File: config.mk
export PLATFORM = sky130hd
export DESIGN_NAME = ahb_response_mux_flat
export DESIGN_NICKNAME = d
export VERILOG_FILES = /design/src/rtl/ahb_response_mux_pkg.sv /design/src/rtl/ahb_response_mux_if.sv /design/src/rtl/ahb_response_mux_default_slave.sv /design/src/rtl/ahb_response_mux.sv /design/src/flat_wrapper.sv
export SDC_FILE = /design/constraint.sdc
export NUM_CORES = 1
export LEC_CHECK = 0
export CORE_AREA = 2 2 82 84
export CTS_BUF_LIST = sky130_fd_sc_hd__clkbuf_4 sky130_fd_sc_hd__clkbuf_8
export CTS_CLUSTER_SIZE = 12
export DETAILED_ROUTE_END_ITERATION = 6
export DIE_AREA = 0 0 84 86
export HOLD_SLACK_MARGIN = 0.05
export PLACE_DENSITY = 0.87
export SYNTH_ARGS = -nofsm -noshare
export SYNTH_HDL_FRONTEND = slang
export SYNTH_SLANG_ARGS = --single-unit
File: constraint.sdc
create_clock -name h_clk -period 2.6 [get_ports h_clk]
set_input_delay 0.26 -clock h_clk [delete_from_list [all_inputs] [get_ports h_clk]]
set_output_delay 0.26 -clock h_clk [all_outputs]
set_load 0.05 [all_outputs]
File: src/rtl/ahb_response_mux_pkg.sv
// Shared AHB-Lite encodings and the default-slave state type.
package ahb_pkg;

    localparam logic [1:0] HTRANS_IDLE   = 2'b00;
    localparam logic [1:0] HTRANS_BUSY   = 2'b01;
    localparam logic [1:0] HTRANS_NONSEQ = 2'b10;
    localparam logic [1:0] HTRANS_SEQ    = 2'b11;

    localparam logic HRESP_OKAY  = 1'b0;
    localparam logic HRESP_ERROR = 1'b1;

    localparam int NUM_SLV_DEFAULT = 5;

    typedef enum logic [1:0] {
        DS_IDLE = 2'd0,
        DS_ERR1 = 2'd1,
        DS_ERR2 = 2'd2
    } ds_state_t;

endpackage

File: src/rtl/ahb_response_mux_if.sv
// Decoder/slave/master signals seen by the response mux.
interface ahb_response_mux_if #(
    parameter int DATA_WIDTH = 32,
    parameter int NUM_SLV    = ahb_pkg::NUM_SLV_DEFAULT
);
    logic [NUM_SLV-1:0]            h_sel_x;
    logic [1:0]                    h_trans;
    logic [NUM_SLV*DATA_WIDTH-1:0] h_rdata_x;
    logic [NUM_SLV-1:0]            h_readyout_x;
    logic [NUM_SLV-1:0]            h_resp_x;
    logic [DATA_WIDTH-1:0]         h_rdata;
    logic                          h_ready;
    logic                          h_resp;

    // The mux itself
    modport slave (
        input  h_sel_x, h_trans, h_rdata_x, h_readyout_x, h_resp_x,
        output h_rdata, h_ready, h_resp
    );

    // Whoever drives the decoder/slave side and observes the response
    modport master (
        output h_sel_x, h_trans, h_rdata_x, h_readyout_x, h_resp_x,
        input  h_rdata, h_ready, h_resp
    );
endinterface

File: src/rtl/ahb_response_mux_default_slave.sv
// Built-in default slave: two-cycle ERROR for active transfers to unmapped space.
module ahb_default_slave
    import ahb_pkg::*;
(
    input  logic h_clk,
    input  logic h_resetn,
    input  logic h_ready,
    input  logic default_hit,
    output logic ds_active,
    output logic ds_ready,
    output logic ds_resp
);

    ds_state_t state_q, state_d;

    // State register, synchronous reset
    always_ff @(posedge h_clk) begin
        if (!h_resetn) state_q <= DS_IDLE;
        else           state_q <= state_d;
    end

    // Next state; ERR2 always has h_ready=1 so a new unmapped hit is accepted there
    always_comb begin
        state_d = state_q;
        case (state_q)
            DS_IDLE: if (h_ready && default_hit) state_d = DS_ERR1;
            DS_ERR1: state_d = DS_ERR2;
            DS_ERR2: state_d = default_hit ? DS_ERR1 : DS_IDLE;
            default: state_d = DS_IDLE;
        endcase
    end

    // Outputs depend on state only, keeping h_ready free of loops through this block
    assign ds_active = (state_q != DS_IDLE);
    assign ds_ready  = (state_q != DS_ERR1);
    assign ds_resp   = (state_q != DS_IDLE) ? HRESP_ERROR : HRESP_OKAY;

endmodule

File: src/rtl/ahb_response_mux.sv
// AHB-Lite data-phase response mux with registered select and default slave.
module ahb_response_mux
    import ahb_pkg::*;
#(
    parameter int DATA_WIDTH = 32,
    parameter int NUM_SLV    = NUM_SLV_DEFAULT
) (
    input  logic               h_clk,
    input  logic               h_resetn,
    ahb_response_mux_if.slave  bus
);

    logic [NUM_SLV-1:0]    sel_dp_q;
    logic [DATA_WIDTH-1:0] rdata_d;
    logic                  ready_d;
    logic                  resp_d;
    logic                  default_hit;
    logic                  ds_active, ds_ready, ds_resp;

    assign default_hit = (bus.h_sel_x == '0) &&
                         ((bus.h_trans == HTRANS_NONSEQ) || (bus.h_trans == HTRANS_SEQ));

    // Capture address-phase select only when the bus advances
    always_ff @(posedge h_clk) begin
        if (!h_resetn)    sel_dp_q <= '0;
        else if (ready_d) sel_dp_q <= bus.h_sel_x;
    end

    ahb_default_slave u_ds (
        .h_clk       (h_clk),
        .h_resetn    (h_resetn),
        .h_ready     (ready_d),
        .default_hit (default_hit),
        .ds_active   (ds_active),
        .ds_ready    (ds_ready),
        .ds_resp     (ds_resp)
    );

    // Data-phase mux: descending scan so the lowest set bit wins; default slave overrides
    always_comb begin
        rdata_d = '0;
        ready_d = 1'b1;
        resp_d  = HRESP_OKAY;
        for (int i = NUM_SLV - 1; i >= 0; i--) begin
            if (sel_dp_q[i]) begin
                rdata_d = bus.h_rdata_x[i*DATA_WIDTH +: DATA_WIDTH];
                ready_d = bus.h_readyout_x[i];
                resp_d  = bus.h_resp_x[i];
            end
        end
        if (ds_active) begin
            rdata_d = '0;
            ready_d = ds_ready;
            resp_d  = ds_resp;
        end
    end

    assign bus.h_rdata = rdata_d;
    assign bus.h_ready = ready_d;
    assign bus.h_resp  = resp_d;

    // Decoder must never hand over more than one select
    a_sel_onehot: assert property (@(posedge h_clk) disable iff (!h_resetn) $onehot0(sel_dp_q))
        else $error("sel_dp multi-hot: %b", sel_dp_q);

endmodule
File: src/flat_wrapper.sv
// flat-port wrapper written by rule: the top's interface ports become plain ports
module ahb_response_mux_flat import ahb_pkg::*;
#(
    parameter int DATA_WIDTH = 32,
    parameter int NUM_SLV    = NUM_SLV_DEFAULT
)
  (h_clk, h_resetn, bus_h_sel_x, bus_h_trans, bus_h_rdata_x, bus_h_readyout_x, bus_h_resp_x, bus_h_rdata, bus_h_ready, bus_h_resp);
  ahb_response_mux_if #(.DATA_WIDTH(DATA_WIDTH), .NUM_SLV(NUM_SLV)) bus_i ();
  input  logic h_clk;
  input  logic h_resetn;
  input wire logic [$bits(bus_i.h_sel_x)-1:0] bus_h_sel_x;
  input wire logic [$bits(bus_i.h_trans)-1:0] bus_h_trans;
  input wire logic [$bits(bus_i.h_rdata_x)-1:0] bus_h_rdata_x;
  input wire logic [$bits(bus_i.h_readyout_x)-1:0] bus_h_readyout_x;
  input wire logic [$bits(bus_i.h_resp_x)-1:0] bus_h_resp_x;
  output wire logic [$bits(bus_i.h_rdata)-1:0] bus_h_rdata;
  output wire logic [$bits(bus_i.h_ready)-1:0] bus_h_ready;
  output wire logic [$bits(bus_i.h_resp)-1:0] bus_h_resp;
  assign bus_i.h_sel_x = bus_h_sel_x;
  assign bus_i.h_trans = bus_h_trans;
  assign bus_i.h_rdata_x = bus_h_rdata_x;
  assign bus_i.h_readyout_x = bus_h_readyout_x;
  assign bus_i.h_resp_x = bus_h_resp_x;
  assign bus_h_rdata = bus_i.h_rdata;
  assign bus_h_ready = bus_i.h_ready;
  assign bus_h_resp = bus_i.h_resp;
  ahb_response_mux #(.DATA_WIDTH(DATA_WIDTH), .NUM_SLV(NUM_SLV)) u_core (.h_clk(h_clk), .h_resetn(h_resetn), .bus(bus_i));
endmodule
==> results.py <==
metrics = {
    "critical_path": {
        "crit_cells": 6,
        "timing.critical_path.mode_cell": "buf_4",
        "critPathBufInv": 2,
        "r2r_end": "u_core.sel_dp_q[2]",
        "ff2ff_setup_slack_ps": 660,
        "start_kind": "register",
        "critPathTopFamily": "simple AND/OR/NAND/NOR gates",
        "critPathKind": "register to output port",
        "worstPathRequired_ps": 2340,
        "worstPathCellList": "nor2b_4 > buf_4 > a221o_1 > a221oi_1 > nor3_1 > buf_4",
        "rr_worst_depth": 5,
        "arrival_ps": 2140,
        "max_stage_delay_ps": 480,
        "cp-end-kind": "output port",
        "cp_slowest_cell": "nor2b_4",
        "r2r-start": "u_core.sel_dp_q[2]",
        "worstPathMaxFanout": 20,
    },
    "yosys": {
        "ys_top_cells_by_area": "a221o_1 18%, a221oi_1 16%, nor2b_1 12%, a21oi_1 9.2%, nor3_1 8.7%",
        "synth-edff-count": 0,
        "synthCells": 274,
        "ys_warn_count": 0,
        "synth_common_cells": "35 x inv_1, 35 x nor2b_1, 34 x a21oi_1",
        "synth_cell_types": 24,
        "synth_top_area_share_pct": 17.93,
        "avgSynthCellArea_um2": 6.722,
        "ys.flop_type": "dfxtp_1",
        "synthesis.nets": 453,
        "synth_area_leader_cell": "a221o_1",
        "synthArstFlopShare_pct": 0,
        "yosysSeqAreaShare_pct": 7.609,
        "yosys_register_bits": 7,
        "synth.cell_area_um2": 1842,
    },
    "min_path": {
        "holdPathEnd": "u_core.sel_dp_q[4]",
        "min_path_cells": 2,
        "worstHoldStart": "u_core.sel_dp_q[4]",
        "worstHoldPathType": "register to register",
    },
    "floorplanning": {
        "die_w_um": 84,
        "core-area_um2": 6277,
        "die_y_um": 86,
        "fp-row-count": 29,
        "start_util_pct": 29.34,
        "dieArea_um2": 7224,
        "ioPinCount": 213,
    },
    "timing": {
        "tightestPinTransition_ps": 735.9,
        "final_max_slew_viol_count": 0,
        "finalHoldViolations": 0,
        "period_share_pct": 92.41,
        "tns_ps": 0,
        "skew_ps": 2.512,
        "timing.fmax_mhz": 416.2,
        "max_slew_margin_pct": 50.94,
        "setup_ws_ps": 197.3,
        "fin_crit_ps": 2403,
        "rsz0062_at_grt": "false",
        "setup_viol": 0,
    },
    "grt": {
        "grt_pass1_wl_mm": 13.74,
        "grt_overflow": 0,
        "grt_usage_pct": 22.73,
        "grt_max_degree": 37,
        "antenna_found_initial": 0,
        "grt_pass1_vias": 2884,
    },
    "route": {
        "via_count": 2884,
        "via_per_inst": 5.361,
        "drt_iter0_markers": 101,
        "ant_nets": 0,
        "first_pass_iters": 4,
        "routedWlPerCell_um": 16.52,
        "wirelength_mm": 8.890,
        "drc": 0,
    },
    "power": {
        "power_density_nw_per_um2": 713.1,
        "p_leak_uw": 0.001570,
        "ir_worst_vdd_mv": 0.5167,
    },
    "cts": {
        "cts.root.buffer_cell": "clkbuf_8",
        "numCtsBuffers": 3,
        "clockBufferDepth": 2,
        "clk_transition_reported_paths_ps": 40,
        "cts_tree": "done",
        "hold_buffers": 0,
        "postCtsSetupBuffers": 0,
        "htreeDepth": 1,
        "worstSkewPairLatency_ps": 230,
        "clkSinkCount": 7,
    },
    "placed_design": {
        "dp_slack_ps": 166.4,
        "place.detailed.hpwl_mm": 6.776,
        "gp_congestion": 0.8539,
        "io_buffers": 211,
        "dpl_cell_area_um2": 3870,
    },
    "status": {
        "status": "finished clean",
    },
    "final_layout": {
        "syn_to_final_growth_pct": 113.0,
        "fill_cells": 566,
        "post-route-cell-area_um2": 3924,
        "fin_util_pct": 62.51,
        "drive_gt1_share_pct": 11.71,
        "nNetsFinal": 641,
        "diodes": 0,
    },
    "flow_run": {
        "cap_violations": 0,
    },
}
## placed cells by master, fill, tap and decap left out
cell and instances:
clkbuf_4 1, a221o_1 33, dfxtp_1 4, buf_4 40, clkdlybuf4s50_1 177, nor4b_2 1, clkbuf_8 3, nor2b_4 1
mux2i_1 5, a211oi_4 1, nor3_1 32, nor4_1 1, nand2_1 11, a21oi_1 34, a2111oi_4 1, a221oi_1 33
inv_1 35, or2_2 1, nand3b_1 1, dfxtp_2 3, and3b_1 1, nor2_1 3, nor2b_1 34, nor3b_1 1
nand4_1 1, o21bai_1 1, buf_12 2
## final cells by class
| type | instances | area, um^2 | area share, % |
|---|---|---|---|
| sequential | 7 | 143.9 | 3.667 |
| clock buffer | 4 | 48.80 | 1.244 |
| multi-input combinational | 196 | 1391 | 35.46 |
| tap | 77 | 96.34 | 2.455 |
| timing repair buffer | 219 | 2112 | 53.83 |
| inverter | 35 | 131.4 | 3.348 |
## power by group
| part | switching [uW] | leakage [uW] | internal, uW |
|---|---|---|---|
| combinational | 1420 | 0.00149 | 990 |
| sequential | 95.3 | 0.0000585 | 126 |
| clock | 47.7 | 0.0000262 | 117 |
## metrics by stage
step,total power (uW),cells,hold WS (ps)
2_1_floorplan,1839,274,388.5
3_3_place_gp,2596,534,456.2
3_5_place_dp,2633,534,488.7
4_1_cts,2806,538,499.3
5_1_grt,2950,538,522.8
6_report,2798,538,499.8
## logic make-up after synthesis
| logic type | count (synthesis) | share of synthesized area (%) |
|---|---|---|
| and+or+nand+nor | 88 | 26.56 |
| buffers and inverters | 71 | 17.26 |
| DFF | 7 | 7.608 |
| AOI/OAI and AO/OA | 103 | 45.86 |
| muxes | 5 | 2.717 |
## worst max path at each step
stage / end / slack [ps] / from
finish: bus_h_rdata[4] / 200 / u_core.sel_dp_q[4]
global route: bus_h_rdata[4] / 20 / u_core.sel_dp_q[4]
CTS: bus_h_rdata[4] / 210 / u_core.sel_dp_q[4]
detailed placement: bus_h_rdata[4] / 170 / u_core.sel_dp_q[4]
global placement: bus_h_rdata[10] / 130 / u_core.sel_dp_q[4]
floorplan: bus_h_rdata[10] / 230 / u_core.sel_dp_q[0]
## worst register-to-register path, stage by stage (launching register included)
cell and delay, ps:
dfxtp_2 780, nor2b_1 320, a2111oi_4 90, a211oi_4 270, buf_4 210, mux2i_1 200
## routing by layer
| metal | GRT usage, % | part of all wire (%) | up-vias | routed length [um] |
|---|---|---|---|---|
| met5 | 0 | 0 | - | 0 |
| met4 | 4.985 | 1.6 | 0 | 140 |
| met3 | 4.331 | 7.3 | 15 | 646 |
| met2 | 42.98 | 51 | 144 | 4551 |
| met1 | 26.52 | 40 | 1312 | 3552 |
| li1 | - | - | 1413 | - |
## repair_timing
| action | CTS | global route |
|---|---|---|
| endpoints found under the setup margin | 12 | 0 |
| resized for setup | 1 | 0 |
| hold endpoints to repair | 0 | 0 |
## flip-flops by register name (all words and copies together) (netlist names)
| name | count |
|---|---|
| u_core.sel_dp_q | 5 |
| u_core.u_ds.state_q | 2 |
(Power assumes the default switching activity.)
